**src/rtl/icache_refill_axi_rd_if.sv**
```systemverilog
// ---------------------------------------------------------------------------
// icache_refill_axi_rd_if
// Bundle of the signals between the refill engine, the instruction cache and
// the AXI4 read channels (AR/R).
//   Cache side : rstart, raddr (to engine); rok, rdata, rbeat, rerr, busy
//                (from engine)
//   AR channel : arvalid, araddr, arid, arlen, arsize, arburst (from engine);
//                arready (to engine)
//   R channel  : rvalid, rdata_axi, rresp, rlast, rid (to engine);
//                rready (from engine)
// The master modport is the refill engine. The slave modport is the cache and
// interconnect side.
// ---------------------------------------------------------------------------
interface icache_refill_axi_rd_if;
    logic        rstart;
    logic [31:0] raddr;
    logic        rok;
    logic [31:0] rdata;
    logic [3:0]  rbeat;
    logic        rerr;
    logic        busy;

    logic        arvalid;
    logic        arready;
    logic [31:0] araddr;
    logic [3:0]  arid;
    logic [7:0]  arlen;
    logic [2:0]  arsize;
    logic [1:0]  arburst;

    logic        rvalid;
    logic        rready;
    logic [31:0] rdata_axi;
    logic [1:0]  rresp;
    logic        rlast;
    logic [3:0]  rid;

    modport master (
        input  rstart, raddr, arready, rvalid, rdata_axi, rresp, rlast, rid,
        output rok, rdata, rbeat, rerr, busy,
        output arvalid, araddr, arid, arlen, arsize, arburst, rready
    );

    modport slave (
        output rstart, raddr, arready, rvalid, rdata_axi, rresp, rlast, rid,
        input  rok, rdata, rbeat, rerr, busy,
        input  arvalid, araddr, arid, arlen, arsize, arburst, rready
    );
endinterface

```
**src/rtl/icache_refill_axi_rd.sv**
```systemverilog
// ---------------------------------------------------------------------------
// icache_refill_axi_rd
// Refill engine for the instruction cache. A one-cycle rstart pulse issues a
// single line-aligned AXI4 INCR read burst of BURST_LEN 32-bit beats. Each
// accepted R beat is returned to the cache one cycle later as a one-cycle rok
// pulse. That pulse carries the registered data, the beat index and an error
// flag. Only one refill is in flight at a time.
// Ports:
//   i_clock : clock. All logic runs on the rising edge.
//   i_reset : synchronous reset, active high.
//   bus     : cache handshake plus the AXI AR/R channels (master modport).
//
// state  | meaning
// -------+-----------------------------------------------------------------
// S_IDLE | no refill active. An rstart pulse latches the address.
// S_AR   | arvalid is held with a stable araddr until arready is seen.
// S_R    | rready is high. Each rvalid cycle is returned as one beat.
// S_DONE | the final rok is visible. busy is released on the next edge.
// ---------------------------------------------------------------------------
module icache_refill_axi_rd #(
    parameter int          BURST_LEN = 1,
    parameter logic [3:0]  AXI_ID    = 4'd0
) (
    input  logic                          i_clock,
    input  logic                          i_reset,
    icache_refill_axi_rd_if.master        bus
);
    localparam int          OFF_BITS   = $clog2(BURST_LEN * 4);
    localparam logic [31:0] ALIGN_MASK = ~((32'd1 << OFF_BITS) - 32'd1);
    localparam logic [3:0]  LAST_BEAT  = 4'(BURST_LEN - 1);

    typedef enum logic [1:0] {S_IDLE, S_AR, S_R, S_DONE} state_t;

    state_t      r_state, w_state_nxt;
    logic        r_busy, w_busy_nxt;
    logic        r_arvalid, w_arvalid_nxt;
    logic        r_rready, w_rready_nxt;
    logic [31:0] r_araddr, w_araddr_nxt;
    logic [3:0]  r_cnt, w_cnt_nxt;
    logic        r_rok, w_rok_nxt;
    logic [31:0] r_rdata, w_rdata_nxt;
    logic [3:0]  r_rbeat, w_rbeat_nxt;
    logic        r_rerr, w_rerr_nxt;

    logic        w_is_last;
    logic        w_beat_err;

    assign w_is_last  = (r_cnt == LAST_BEAT);
    // rlast is checked against the engine's own beat count. An early or
    // missing rlast is reported on that beat, and the count still ends the burst.
    assign w_beat_err = (bus.rresp != 2'b00) || (bus.rlast != w_is_last) ||
                        (bus.rid != AXI_ID);

    always_comb begin
        w_state_nxt   = r_state;
        w_busy_nxt    = r_busy;
        w_arvalid_nxt = r_arvalid;
        w_rready_nxt  = r_rready;
        w_araddr_nxt  = r_araddr;
        w_cnt_nxt     = r_cnt;
        w_rok_nxt     = 1'b0;
        w_rdata_nxt   = r_rdata;
        w_rbeat_nxt   = r_rbeat;
        w_rerr_nxt    = 1'b0;

        case (r_state)
            S_IDLE: begin
                if (bus.rstart) begin
                    w_araddr_nxt  = bus.raddr & ALIGN_MASK;
                    w_busy_nxt    = 1'b1;
                    w_arvalid_nxt = 1'b1;
                    w_state_nxt   = S_AR;
                end
            end
            S_AR: begin
                if (bus.arready) begin
                    w_arvalid_nxt = 1'b0;
                    w_rready_nxt  = 1'b1;
                    w_cnt_nxt     = 4'd0;
                    w_state_nxt   = S_R;
                end
            end
            S_R: begin
                if (bus.rvalid) begin
                    w_rok_nxt   = 1'b1;
                    w_rdata_nxt = bus.rdata_axi;
                    w_rbeat_nxt = r_cnt;
                    w_rerr_nxt  = w_beat_err;
                    if (w_is_last) begin
                        w_rready_nxt = 1'b0;
                        w_state_nxt  = S_DONE;
                    end else begin
                        w_cnt_nxt = r_cnt + 4'd1;
                    end
                end
            end
            S_DONE: begin
                w_busy_nxt  = 1'b0;
                w_state_nxt = S_IDLE;
            end
            default: begin
                w_state_nxt = S_IDLE;
            end
        endcase
    end

    always_ff @(posedge i_clock) begin
        if (i_reset) begin
            r_state   <= S_IDLE;
            r_busy    <= 1'b0;
            r_arvalid <= 1'b0;
            r_rready  <= 1'b0;
            r_araddr  <= 32'd0;
            r_cnt     <= 4'd0;
            r_rok     <= 1'b0;
            r_rdata   <= 32'd0;
            r_rbeat   <= 4'd0;
            r_rerr    <= 1'b0;
        end else begin
            r_state   <= w_state_nxt;
            r_busy    <= w_busy_nxt;
            r_arvalid <= w_arvalid_nxt;
            r_rready  <= w_rready_nxt;
            r_araddr  <= w_araddr_nxt;
            r_cnt     <= w_cnt_nxt;
            r_rok     <= w_rok_nxt;
            r_rdata   <= w_rdata_nxt;
            r_rbeat   <= w_rbeat_nxt;
            r_rerr    <= w_rerr_nxt;
        end
    end

    assign bus.rok     = r_rok;
    assign bus.rdata   = r_rdata;
    assign bus.rbeat   = r_rbeat;
    assign bus.rerr    = r_rerr;
    assign bus.busy    = r_busy;
    assign bus.arvalid = r_arvalid;
    assign bus.araddr  = r_araddr;
    assign bus.rready  = r_rready;
    assign bus.arid    = AXI_ID;
    assign bus.arlen   = 8'(BURST_LEN - 1);
    assign bus.arsize  = 3'b010;
    assign bus.arburst = 2'b01;
endmodule

```
**src/flat_wrapper.sv**
```systemverilog
// flat-port wrapper written by rule: the top's interface ports become plain ports
module icache_refill_axi_rd_flat 
#(
    parameter int          BURST_LEN = 1,
    parameter logic [3:0]  AXI_ID    = 4'd0
)
  (i_clock, i_reset, bus_rstart, bus_raddr, bus_arready, bus_rvalid, bus_rdata_axi, bus_rresp, bus_rlast, bus_rid, bus_rok, bus_rdata, bus_rbeat, bus_rerr, bus_busy, bus_arvalid, bus_araddr, bus_arid, bus_arlen, bus_arsize, bus_arburst, bus_rready);
  icache_refill_axi_rd_if bus_i ();
  input  logic i_clock;
  input  logic i_reset;
  input wire logic [$bits(bus_i.rstart)-1:0] bus_rstart;
  input wire logic [$bits(bus_i.raddr)-1:0] bus_raddr;
  input wire logic [$bits(bus_i.arready)-1:0] bus_arready;
  input wire logic [$bits(bus_i.rvalid)-1:0] bus_rvalid;
  input wire logic [$bits(bus_i.rdata_axi)-1:0] bus_rdata_axi;
  input wire logic [$bits(bus_i.rresp)-1:0] bus_rresp;
  input wire logic [$bits(bus_i.rlast)-1:0] bus_rlast;
  input wire logic [$bits(bus_i.rid)-1:0] bus_rid;
  output wire logic [$bits(bus_i.rok)-1:0] bus_rok;
  output wire logic [$bits(bus_i.rdata)-1:0] bus_rdata;
  output wire logic [$bits(bus_i.rbeat)-1:0] bus_rbeat;
  output wire logic [$bits(bus_i.rerr)-1:0] bus_rerr;
  output wire logic [$bits(bus_i.busy)-1:0] bus_busy;
  output wire logic [$bits(bus_i.arvalid)-1:0] bus_arvalid;
  output wire logic [$bits(bus_i.araddr)-1:0] bus_araddr;
  output wire logic [$bits(bus_i.arid)-1:0] bus_arid;
  output wire logic [$bits(bus_i.arlen)-1:0] bus_arlen;
  output wire logic [$bits(bus_i.arsize)-1:0] bus_arsize;
  output wire logic [$bits(bus_i.arburst)-1:0] bus_arburst;
  output wire logic [$bits(bus_i.rready)-1:0] bus_rready;
  assign bus_i.rstart = bus_rstart;
  assign bus_i.raddr = bus_raddr;
  assign bus_i.arready = bus_arready;
  assign bus_i.rvalid = bus_rvalid;
  assign bus_i.rdata_axi = bus_rdata_axi;
  assign bus_i.rresp = bus_rresp;
  assign bus_i.rlast = bus_rlast;
  assign bus_i.rid = bus_rid;
  assign bus_rok = bus_i.rok;
  assign bus_rdata = bus_i.rdata;
  assign bus_rbeat = bus_i.rbeat;
  assign bus_rerr = bus_i.rerr;
  assign bus_busy = bus_i.busy;
  assign bus_arvalid = bus_i.arvalid;
  assign bus_araddr = bus_i.araddr;
  assign bus_arid = bus_i.arid;
  assign bus_arlen = bus_i.arlen;
  assign bus_arsize = bus_i.arsize;
  assign bus_arburst = bus_i.arburst;
  assign bus_rready = bus_i.rready;
  icache_refill_axi_rd #(.BURST_LEN(BURST_LEN), .AXI_ID(AXI_ID)) u_core (.i_clock(i_clock), .i_reset(i_reset), .bus(bus_i));
endmodule
```
**config.mk**
```make
export PLATFORM = sky130hd
export DESIGN_NAME = icache_refill_axi_rd_flat
export DESIGN_NICKNAME = d
export VERILOG_FILES = /design/src/rtl/icache_refill_axi_rd_if.sv /design/src/rtl/icache_refill_axi_rd.sv /design/src/flat_wrapper.sv
export SDC_FILE = /design/constraint.sdc
export NUM_CORES = 1
export LEC_CHECK = 0
export CORE_UTILIZATION = 39
export CTS_BUF_LIST = sky130_fd_sc_hd__clkbuf_16
export DETAILED_ROUTE_END_ITERATION = 7
export PLACE_DENSITY = 0.8
export SLEW_MARGIN = 20
export SYNTH_ARGS = -nofsm -noshare
export SYNTH_HDL_FRONTEND = slang
export SYNTH_SLANG_ARGS = --single-unit
```
**constraint.sdc**
```tcl
create_clock -name i_clock -period 1.99 [get_ports i_clock]
set_input_delay 0.398 -clock i_clock [delete_from_list [all_inputs] [get_ports i_clock]]
set_output_delay 0.398 -clock i_clock [all_outputs]
set_load 0.1 [all_outputs]
```
==> run summary <==
Outcome: finished clean
Critical Path Source Type: register
Hold Crit Class: register to register
Initial Utilization: 0.413
Unrepaired setup endpoints after global routing: false
Final Hold Fails: 0
CTS Buf Count: 9
Gr usage total: 0.189
Pin count of the biggest net entering global routing: 32
Final min period: 1.74 ns
WP data required: 2.17 ns
DR iter-0 viols: 90
Skew-Pair Late Insertion Delay: 0.32 ns
Dpl hpwl: 5680 µm
Max-slew violations: 0
Post-Syn Area: 3060 µm²
DR DRC count: 0
Final WL: 7580 µm
Multi-input logic area: 1320 µm²
Clk_skew: 0.00340 ns
Io pins: 166
Root Driver: clkbuf_16
Synth Warn #: 0
Routed len/inst: 12.1 µm
Cell Count, Final, Fillers Out: 624
Final hold slack: 0.454 ns
Floorplan core area: 7410 µm²
Area grow syn2layout: 53.6%
Synth cell types: 31
Slew HR: 0.622
H-tree Lvls: 3
Setup TNS Final: 0 ns
Fmax: 576 MHz
Die area: 8200 µm²
Arr. time, crit path: 1.92 ns
Synth Area per Inst: 8.00 µm²
Placed cells: 608
Crit. End Element: register
Final Cycle Share: 0.873
PortBufs: 144
Vias: 2928
# nets final: 603
Share of cells above drive strength 1: 0.185
Actual slew at the worst max-slew pin: 0.565 ns
Number of synthesized register bits: 77
GRT overflow: 0
Die extent in x: 90.5 µm
First-pass GRT wire length: 12700 µm
Routed Antenna Nets: 0
CTS sink count: 77
Final setup vio count: 0
Setup CP Type: register to register
Lkg Pwr: 1.90 nW
Crit-path max FO: 7
Vias per cell: 4.69
Final Power: 6.63 mW
CTS tree: done
R2R setup slack: 0.25 ns
Worst VDD drop: 884 µV
Clock slew at reported path FFs: 0.06 ns
Vias in the first global route: 2830
Post-Syn Instances: 382
Clock buffer depth: 2
Die height: 90.5 µm
Max Cap Viol: 0
FILL cells: 632
Drt pass-1 iters: 5
FP Rows: 31
Register area: 1540 µm²
Gp weighted congestion: 0.796
Post-CTS Setup Inserts: 0
Number of antenna violations at the first check in global routing: 0
Antenna Cells: 0
CTS Hold Bufs: 0
Power per cell area: 1410 nW/µm²
Sequential-to-total area share from yosys stat: 0.504
-- area by class of cell --
| cell class | count | share of cell area |
|---|---|---|
| inverters | 9 | 0.00720 |
| multi-input cells | 271 | 0.281 |
| clock inverters | 7 | 0.0176 |
| repair buffers | 152 | 0.292 |
| clock buffers | 9 | 0.0480 |
| flip-flops and latches | 77 | 0.328 |
| well taps | 99 | 0.0264 |
-- repair_timing --
item	CTS	global route
resized for setup	0	2
hold endpoints to repair	0	0
setup endpoints to repair	0	6
-- final timing paths --
path                                                          from                            endpoint  depth (start not counted)
worst min register to register  u_core.bus.araddr[16]$_SDFFE_PP0P_  u_core.bus.araddr[16]$_SDFFE_PP0P_                          2
worst max register to register        u_core.r_cnt[0]$_SDFFE_PP0P_      u_core.bus.rready$_SDFFE_PP0P_                          5
worst max-delay path                  u_core.r_cnt[0]$_SDFFE_PP0P_      u_core.bus.rready$_SDFFE_PP0P_                          5
worst min-delay path            u_core.bus.araddr[16]$_SDFFE_PP0P_  u_core.bus.araddr[16]$_SDFFE_PP0P_                          2
-- sequential cells by signal, indices dropped and copies added, names as in the netlist --
register,count
u_core.bus.rok,1
u_core.bus.rerr,1
u_core.bus.araddr,30
u_core.r_state,2
u_core.r_cnt,4
u_core.bus.busy,1
u_core.bus.rready,1
u_core.bus.arvalid,1
u_core.bus.rdata,32
u_core.bus.rbeat,4
-- logic make-up (layout without fill, tap and decap cells) --
family,after synthesis,count (layout),synth area share
simple gates,160,160,0.213
flops,77,77,0.504
compound gates,83,83,0.159
buf+inv,51,177,0.0868
mux,1,1,0.00327
xor+xnor,1,1,0.00287
fa+ha+maj,7,7,0.0287
other cells,2,19,0.00246
-- report_power, final --
group / total [mW] / internal [mW] / switching [mW]
logic: 3.07 / 0.761 / 2.31
registers: 1.90 / 1.77 / 0.129
clock network: 1.65 / 1.08 / 0.576
-- synthesized netlist by cell type --
library cell,instances,area share
a2111oi_0,4,0.011
inv_1,9,0.011
nand3_1,3,0.0049
ha_1,7,0.029
or3_2,1,0.0025
nand2_1,142,0.17
and2_1,2,0.0041
nor2_1,2,0.0025
o41a_1,1,0.0037
a31oi_1,1,0.0020
o21ai_0,1,0.0016
buf_4,19,0.047
buf_2,2,0.0033
conb_1,2,0.0025
o211ai_1,1,0.0025
nand4b_1,1,0.0029
clkbuf_1,19,0.023
nand2b_1,1,0.0020
o211a_1,1,0.0033
xnor2_1,1,0.0029
o32ai_1,4,0.011
mux2i_1,1,0.0033
or3b_4,1,0.0037
buf_1,2,0.0025
nor2b_1,3,0.0061
a2111oi_4,1,0.0090
a21oi_1,68,0.11
dfxtp_1,77,0.50
nor3b_1,1,0.0025
or4_1,3,0.0074
o31ai_1,1,0.0025
-- worst max-delay path, cell delays in order, from the launching register on --
cell and delay [ns]:
dfxtp_1 0.37, inv_1 0.08, ha_1 0.15, or3b_4 0.43, a2111oi_0 0.42, o32ai_1 0.15
-- layout by cell type (no fill, tap or decap), types with 3 or more instances in the layout --
| cell type | netlist | final |
|---|---|---|
| a2111oi_0 | 4 | 4 |
| a21oi_1 | 68 | 68 |
| buf_12 | 0 | 4 |
| buf_4 | 19 | 75 |
| clkbuf_16 | 0 | 9 |
| clkdlybuf4s50_1 | 0 | 72 |
| conb_1 | 2 | 19 |
| dfxtp_1 | 77 | 77 |
| ha_1 | 7 | 6 |
| inv_1 | 9 | 11 |
| nand2_1 | 142 | 142 |
| nand3_1 | 3 | 3 |
| o32ai_1 | 4 | 4 |
| or4_1 | 3 | 3 |
-- routing by layer --
layer | wire length [µm] | share of wire | track usage | vias up
met5 | 0 | 0 | 0 | -
met4 | 63 | 0.0083 | 0.0444 | 0
met3 | 497 | 0.066 | 0.0606 | 8
met2 | 3890 | 0.51 | 0.355 | 99
met1 | 3130 | 0.41 | 0.204 | 1336
li1 | - | - | - | 1485
-- through the flow --
step	instance area, µm²	util	worst slack [ns]
after floorplan	3120	-	0.354
after global placement	4380	0.591	0.144
after detailed placement	4380	0.591	0.120
after CTS	4690	0.633	0.111
final	4690	0.634	0.253
after global routing	4690	0.634	0.0831
No activity file was read; power rests on OpenSTA's default activity.
